### src/rtl/mem_access_if.sv
// Request, write-data, read-data and memory-port signals of the burst memory access unit.
// The slave modport is the unit; the master modport is the requester and memory side.
interface mem_access_if;
  logic        req_valid;
  logic        req_ready;
  logic        req_write;
  logic [31:0] req_addr;
  logic [2:0]  req_len;
  logic [31:0] wr_data;
  logic        wr_valid;
  logic        wr_ready;
  logic [31:0] rd_data;
  logic        rd_valid;
  logic        rd_last;
  logic        done;
  logic        err;
  logic [31:0] mem_ain;
  logic [31:0] mem_din;
  logic        mem_we;
  logic [31:0] mem_dout;

  modport slave (
    input  req_valid, req_write, req_addr, req_len, wr_data, wr_valid, mem_dout,
    output req_ready, wr_ready, rd_data, rd_valid, rd_last, done, err,
           mem_ain, mem_din, mem_we
  );

  modport master (
    output req_valid, req_write, req_addr, req_len, wr_data, wr_valid, mem_dout,
    input  req_ready, wr_ready, rd_data, rd_valid, rd_last, done, err,
           mem_ain, mem_din, mem_we
  );
endinterface

### src/rtl/mem_access_unit.sv
// Burst read/write engine (1..8 words) in front of a single-port word memory.
// Out-of-range bursts are rejected with err and never touch the memory.
module mem_access_unit #(
  parameter int MEM_DEPTH = 206
) (
  input logic         clk,
  input logic         reset,
  mem_access_if.slave bus
);

  typedef enum logic [2:0] {IDLE, RD_ADDR, RD_DATA, WR_WAIT, WR_PUSH, FIN} state_t;

  state_t      state_reg;
  logic [31:0] base_reg;
  logic [2:0]  len_reg;
  logic [2:0]  count_reg;
  logic        reject_reg;

  // Last touched address in 33 bits so a start near 2^32 cannot wrap into range.
  logic [32:0] end_addr;
  logic        in_range;
  assign end_addr = {1'b0, bus.req_addr} + {30'd0, bus.req_len};
  assign in_range = (end_addr <= 33'(MEM_DEPTH - 1));

  always_ff @(posedge clk) begin
    if (!reset) begin
      state_reg     <= IDLE;
      base_reg      <= '0;
      len_reg       <= '0;
      count_reg     <= '0;
      reject_reg    <= 1'b0;
      bus.req_ready <= 1'b1;
      bus.wr_ready  <= 1'b0;
      bus.rd_data   <= '0;
      bus.rd_valid  <= 1'b0;
      bus.rd_last   <= 1'b0;
      bus.done      <= 1'b0;
      bus.err       <= 1'b0;
      bus.mem_ain   <= '0;
      bus.mem_din   <= '0;
      bus.mem_we    <= 1'b0;
    end else begin
      // Pulse outputs fall back to zero unless a state re-asserts them.
      bus.rd_valid <= 1'b0;
      bus.rd_last  <= 1'b0;
      bus.done     <= 1'b0;
      bus.err      <= 1'b0;
      bus.mem_we   <= 1'b0;
      case (state_reg)
        IDLE: begin
          if (bus.req_valid && bus.req_ready) begin
            base_reg      <= bus.req_addr;
            len_reg       <= bus.req_len;
            count_reg     <= '0;
            bus.req_ready <= 1'b0;
            if (!in_range) begin
              reject_reg <= 1'b1;
              state_reg  <= FIN;
            end else begin
              reject_reg <= 1'b0;
              if (bus.req_write) begin
                bus.wr_ready <= 1'b1;
                state_reg    <= WR_WAIT;
              end else begin
                state_reg <= RD_ADDR;
              end
            end
          end
        end
        RD_ADDR: begin
          bus.mem_ain <= base_reg + {29'd0, count_reg};
          state_reg   <= RD_DATA;
        end
        RD_DATA: begin
          bus.rd_data  <= bus.mem_dout;
          bus.rd_valid <= 1'b1;
          if (count_reg == len_reg) begin
            bus.rd_last <= 1'b1;
            state_reg   <= FIN;
          end else begin
            count_reg <= count_reg + 3'd1;
            state_reg <= RD_ADDR;
          end
        end
        WR_WAIT: begin
          if (bus.wr_valid) begin
            bus.mem_ain  <= base_reg + {29'd0, count_reg};
            bus.mem_din  <= bus.wr_data;
            bus.mem_we   <= 1'b1;
            bus.wr_ready <= 1'b0;
            state_reg    <= WR_PUSH;
          end
        end
        WR_PUSH: begin
          if (count_reg == len_reg) begin
            state_reg <= FIN;
          end else begin
            count_reg    <= count_reg + 3'd1;
            bus.wr_ready <= 1'b1;
            state_reg    <= WR_WAIT;
          end
        end
        FIN: begin
          bus.done      <= 1'b1;
          bus.err       <= reject_reg;
          bus.req_ready <= 1'b1;
          state_reg     <= IDLE;
        end
        default: state_reg <= IDLE;
      endcase
    end
  end

endmodule

### src/flat_wrapper.sv
// flat-port wrapper written by rule: the top's interface ports become plain ports
module mem_access_unit_flat 
#(
  parameter int MEM_DEPTH = 206
)
  (clk, reset, bus_req_valid, bus_req_write, bus_req_addr, bus_req_len, bus_wr_data, bus_wr_valid, bus_mem_dout, bus_req_ready, bus_wr_ready, bus_rd_data, bus_rd_valid, bus_rd_last, bus_done, bus_err, bus_mem_ain, bus_mem_din, bus_mem_we);
  mem_access_if bus_i ();
  input logic clk;
  input logic reset;
  input wire logic [$bits(bus_i.req_valid)-1:0] bus_req_valid;
  input wire logic [$bits(bus_i.req_write)-1:0] bus_req_write;
  input wire logic [$bits(bus_i.req_addr)-1:0] bus_req_addr;
  input wire logic [$bits(bus_i.req_len)-1:0] bus_req_len;
  input wire logic [$bits(bus_i.wr_data)-1:0] bus_wr_data;
  input wire logic [$bits(bus_i.wr_valid)-1:0] bus_wr_valid;
  input wire logic [$bits(bus_i.mem_dout)-1:0] bus_mem_dout;
  output wire logic [$bits(bus_i.req_ready)-1:0] bus_req_ready;
  output wire logic [$bits(bus_i.wr_ready)-1:0] bus_wr_ready;
  output wire logic [$bits(bus_i.rd_data)-1:0] bus_rd_data;
  output wire logic [$bits(bus_i.rd_valid)-1:0] bus_rd_valid;
  output wire logic [$bits(bus_i.rd_last)-1:0] bus_rd_last;
  output wire logic [$bits(bus_i.done)-1:0] bus_done;
  output wire logic [$bits(bus_i.err)-1:0] bus_err;
  output wire logic [$bits(bus_i.mem_ain)-1:0] bus_mem_ain;
  output wire logic [$bits(bus_i.mem_din)-1:0] bus_mem_din;
  output wire logic [$bits(bus_i.mem_we)-1:0] bus_mem_we;
  assign bus_i.req_valid = bus_req_valid;
  assign bus_i.req_write = bus_req_write;
  assign bus_i.req_addr = bus_req_addr;
  assign bus_i.req_len = bus_req_len;
  assign bus_i.wr_data = bus_wr_data;
  assign bus_i.wr_valid = bus_wr_valid;
  assign bus_i.mem_dout = bus_mem_dout;
  assign bus_req_ready = bus_i.req_ready;
  assign bus_wr_ready = bus_i.wr_ready;
  assign bus_rd_data = bus_i.rd_data;
  assign bus_rd_valid = bus_i.rd_valid;
  assign bus_rd_last = bus_i.rd_last;
  assign bus_done = bus_i.done;
  assign bus_err = bus_i.err;
  assign bus_mem_ain = bus_i.mem_ain;
  assign bus_mem_din = bus_i.mem_din;
  assign bus_mem_we = bus_i.mem_we;
  mem_access_unit #(.MEM_DEPTH(MEM_DEPTH)) u_core (.clk(clk), .reset(reset), .bus(bus_i));
endmodule
### config.mk
export PLATFORM = sky130hd
export DESIGN_NAME = mem_access_unit_flat
export DESIGN_NICKNAME = d
export VERILOG_FILES = /design/src/rtl/mem_access_if.sv /design/src/rtl/mem_access_unit.sv /design/src/flat_wrapper.sv
export SDC_FILE = /design/constraint.sdc
export NUM_CORES = 1
export LEC_CHECK = 0
export BUFFER_PORTS_ARGS = -buffer_cell sky130_fd_sc_hd__buf_4
export CORE_MARGIN = 2
export CORE_UTILIZATION = 50
export CTS_CLUSTER_SIZE = 12
export DETAILED_ROUTE_END_ITERATION = 12
export PLACE_DENSITY = 0.79
export SYNTH_ARGS = -nofsm -noshare
export SYNTH_HDL_FRONTEND = slang
export SYNTH_SLANG_ARGS = --single-unit
### constraint.sdc
create_clock -name clk -period 3.4 [get_ports clk]
set_input_delay 0.34 -clock clk [delete_from_list [all_inputs] [get_ports clk]]
set_output_delay 0.34 -clock clk [all_outputs]
set_load 0.005 [all_outputs]
==> impl_results.md <==
* Status: finished, final reports clean
* Worst Tran Pin Value at 0.762 ns
* Met3 Use GR at under 10%
* Max-slew violation count at 0
* Initial antenna violation count at 0
* Chip Height at 118 um
* P_leak at 3.48 nW
* Type of the most critical hold path: input pin to flip-flop
* Post-synth ARST share at 0%
* Worst-path cell chain: ha_1 > inv_1 > fa_1 > nor2b_1 > o21bai_1 > nor3_1 > and3_1 > nand4_1 > xor2_1 > a211oi_1
* CTS Buf Count at 17
* Largest net degree at the start of global routing at between 60 and 70
* Comb power frac at 26.7%
* ANT nets after route at 0
* GRT Total Usage at 25.6%
* Setup CP Type: flip-flop to flip-flop
* Starting Density at 51.4%
* Setup TNS at 0 ns
* CP Max Fanout at 4
* Overall Power at about 5.5 mW
* P_sw at 1.71 mW
* CTS tree: yes
* Slowest cell delay on critical path at 0.42 ns
* Met2 Resource Use GR at between 40 and 50%
* Area of the multi-input gates at 3360 um^2
* Die W at around 120 um
* Avg Vias per Cell at between 5 and 6
* Clock Skews at 0.00739 ns
* Sequential Power Share at 40.9%
* Fin crit period at 2.67 ns
* Inserted Diodes at 0
* Max Buffers Root-to-Sink at 2
* DRT iter0 DRCs at 489
* Clock Pin Slew Worst Setup and Hold Paths at approximately 0.06 ns
* Rows at 41
* # IOs at 207
* Post-cts sizing count at 0
* Critical path launch point type: flip-flop
* Hold-fix buffers, CTS at 0
* Max Cap Viol at 0
* Gpl congestion at 0.918
* Leading area contributor after synthesis: dfxtp_1
* Final core occ at between 60 and 70%
* Commonest non-fill, non-tap cell in the layout: nand2_1
* Number of synthesized flops with an enable pin at 0
* Final-report hold violation count at 0
* Max IR drop VDD at 0.316 mV
* Syn Nets at 939
* Syn Inst Count at 826
* Busiest grt layer: met2
* Core area at 12600 um^2
* # fillers at between 1000 and 1500
* RSZ-0062 raised after global routing: no
* Die footprint at 13900 um^2
* Drt pass-1 iters at 6
* GR Util met1 at 32.3%
* Worst path slowest cell: dfxtp_1
* Warnings, synthesis at 0
* R2R cell count at 10
* # Post-CTS Setup Buffers at 0
* Clock power share at between 30% and 40%
* Total gr overflow at 0
* Register Area at 2900 um^2
* Setup violators final at 0
* Vias in the first global route at 5927
* Cell variety after synth at 57
* Data required, critical path at 3.71 ns
* Max frequency at 374 MHz
* Critical Path AT at ~3.0 ns
* Post-DP HPWL at 13.0 mm
* # clock sinks at 145
* H-tree levels at 4
* Yosys reg bits at 145
* DRC at 0
* Commonest non-fill, non-tap cells in the layout: nand2_1 (219), buf_4 (217), dfxtp_1 (145)
* Clock Root Buffer: clkbuf_16
* CP top delay family: simple AND/OR/NAND/NOR gates
* DR WL/cell at 15.0 um
* Cell-internal power at between 3 and 4 mW
* Crit share post-route at 78.6%
* Crit. End Element: flip-flop
* Share of post-route cells with drive strength above 1 at 25.1%
* Sw frac at 31.4%
* Synth Flop Type: dfxtp_1
* Via count at roughly 6400
* First-pass GRT wire length at 29.1 mm
* Top-area cell type share of the netlist area at ~45%
* Worst Hold Depth at 3
* Power Dens Cells at 626 nW/um^2
* Syn Area/Cell at 7.85 um^2
* Detailed Route WL at between 15 and 20 mm
* Synth top area cells: dfxtp_1 (45%), nand2_1 (13%), a21oi_1 (9.3%)
* CP Depth at 10
* Part of the Yosys area used for sequential elements at 44.8%
* CP bufs+invs at 1
* Synth-to-Final Area Change at 34.6%
* Skew-Pair Late Insertion Delay at approximately 0.42 ns
* Relative slew margins at 49.2%
* Cell area after synthesis at 6490 um^2
* # nets final at 1126
* PortBufs at between 200 and 250
layer usage:
metal	routed length [um]	vias up	share of wire (%)
met5	0	-	0
met4	425	0	2.4
met3	1070	30	6.0
met2	8530	219	47
met1	7940	2921	44
li1	-	3220	-
worst register-to-register path, cell delays in order, from the launching register on:
cell and delay [ns]:
dfxtp_1 0.42, ha_1 0.21, inv_1 0.06, fa_1 0.40, nor2b_1 0.20, o21bai_1 0.15, nor3_1 0.32, and3_1 0.32
nand4_1 0.14, xor2_1 0.16, a211oi_1 0.21
kinds of logic after synthesis:
logic type      synth area share, %
simple gates                   25.0
flops                          44.8
xor+xnor                       5.67
compound gates                 18.0
mux                           0.926
buf+inv                        3.70
fa+ha+maj                      1.97
synth_stat cells, drive strengths merged, types with 3 or more instances:
library cell / n
nand2: 219
dfxtp: 145
a21oi: 120
nor2: 47
clkbuf: 43
xnor2: 25
nand3: 22
a211oi: 21
nand4: 20
o21ai: 20
xor2: 17
inv: 12
nor3: 11
and3: 9
nor2b: 9
buf: 7
ha: 7
mux2i: 6
and4: 5
nand2b: 5
and2: 4
nand4b: 4
a211o: 3
a22oi: 3
nor4: 3
o2111ai: 3
o31a: 3
or3: 3
power groups by stage:
stage                     clock (mW)  combinational, mW  sequential [mW]
final                           1.77               1.46             2.24
after CTS                       1.80               1.46             2.23
after global placement             0               1.43             2.25
after detailed placement           0               1.45             2.27
after floorplan                    0              0.846             2.21
after global routing            1.88               1.61             2.28
through the flow:
step,instances,worst slack (ns),cell area (um^2),hold WS [ns]
after floorplan,826,0.692,6490,0.424
after global placement,1166,0.473,8170,0.443
after detailed placement,1166,0.374,8170,0.447
after CTS,1197,0.745,8730,0.154
after global routing,1197,0.567,8730,0.165
final,1197,0.726,8730,0.167
layout make-up:
| type | count | area share [%] |
|---|---|---|
| sequential | 145 | 33.2 |
| multi-input combinational | 619 | 38.4 |
| clock inverter | 10 | 1.29 |
| clock buffer | 21 | 5.16 |
| inverter | 12 | 0.530 |
| timing repair buffer | 218 | 18.9 |
| tap | 172 | 2.46 |
worst paths after layout:
path         slack (ns)                     end                  start
min reg2reg        0.45   u_core.bus.mem_din[4]  u_core.bus.mem_din[4]
max                0.73  u_core.bus.mem_ain[30]    u_core.count_reg[0]
max reg2reg        0.73  u_core.bus.mem_ain[30]    u_core.count_reg[0]
min                0.17   u_core.bus.mem_din[6]         bus_wr_data[6]
Power figures use the tool's default switching activity.
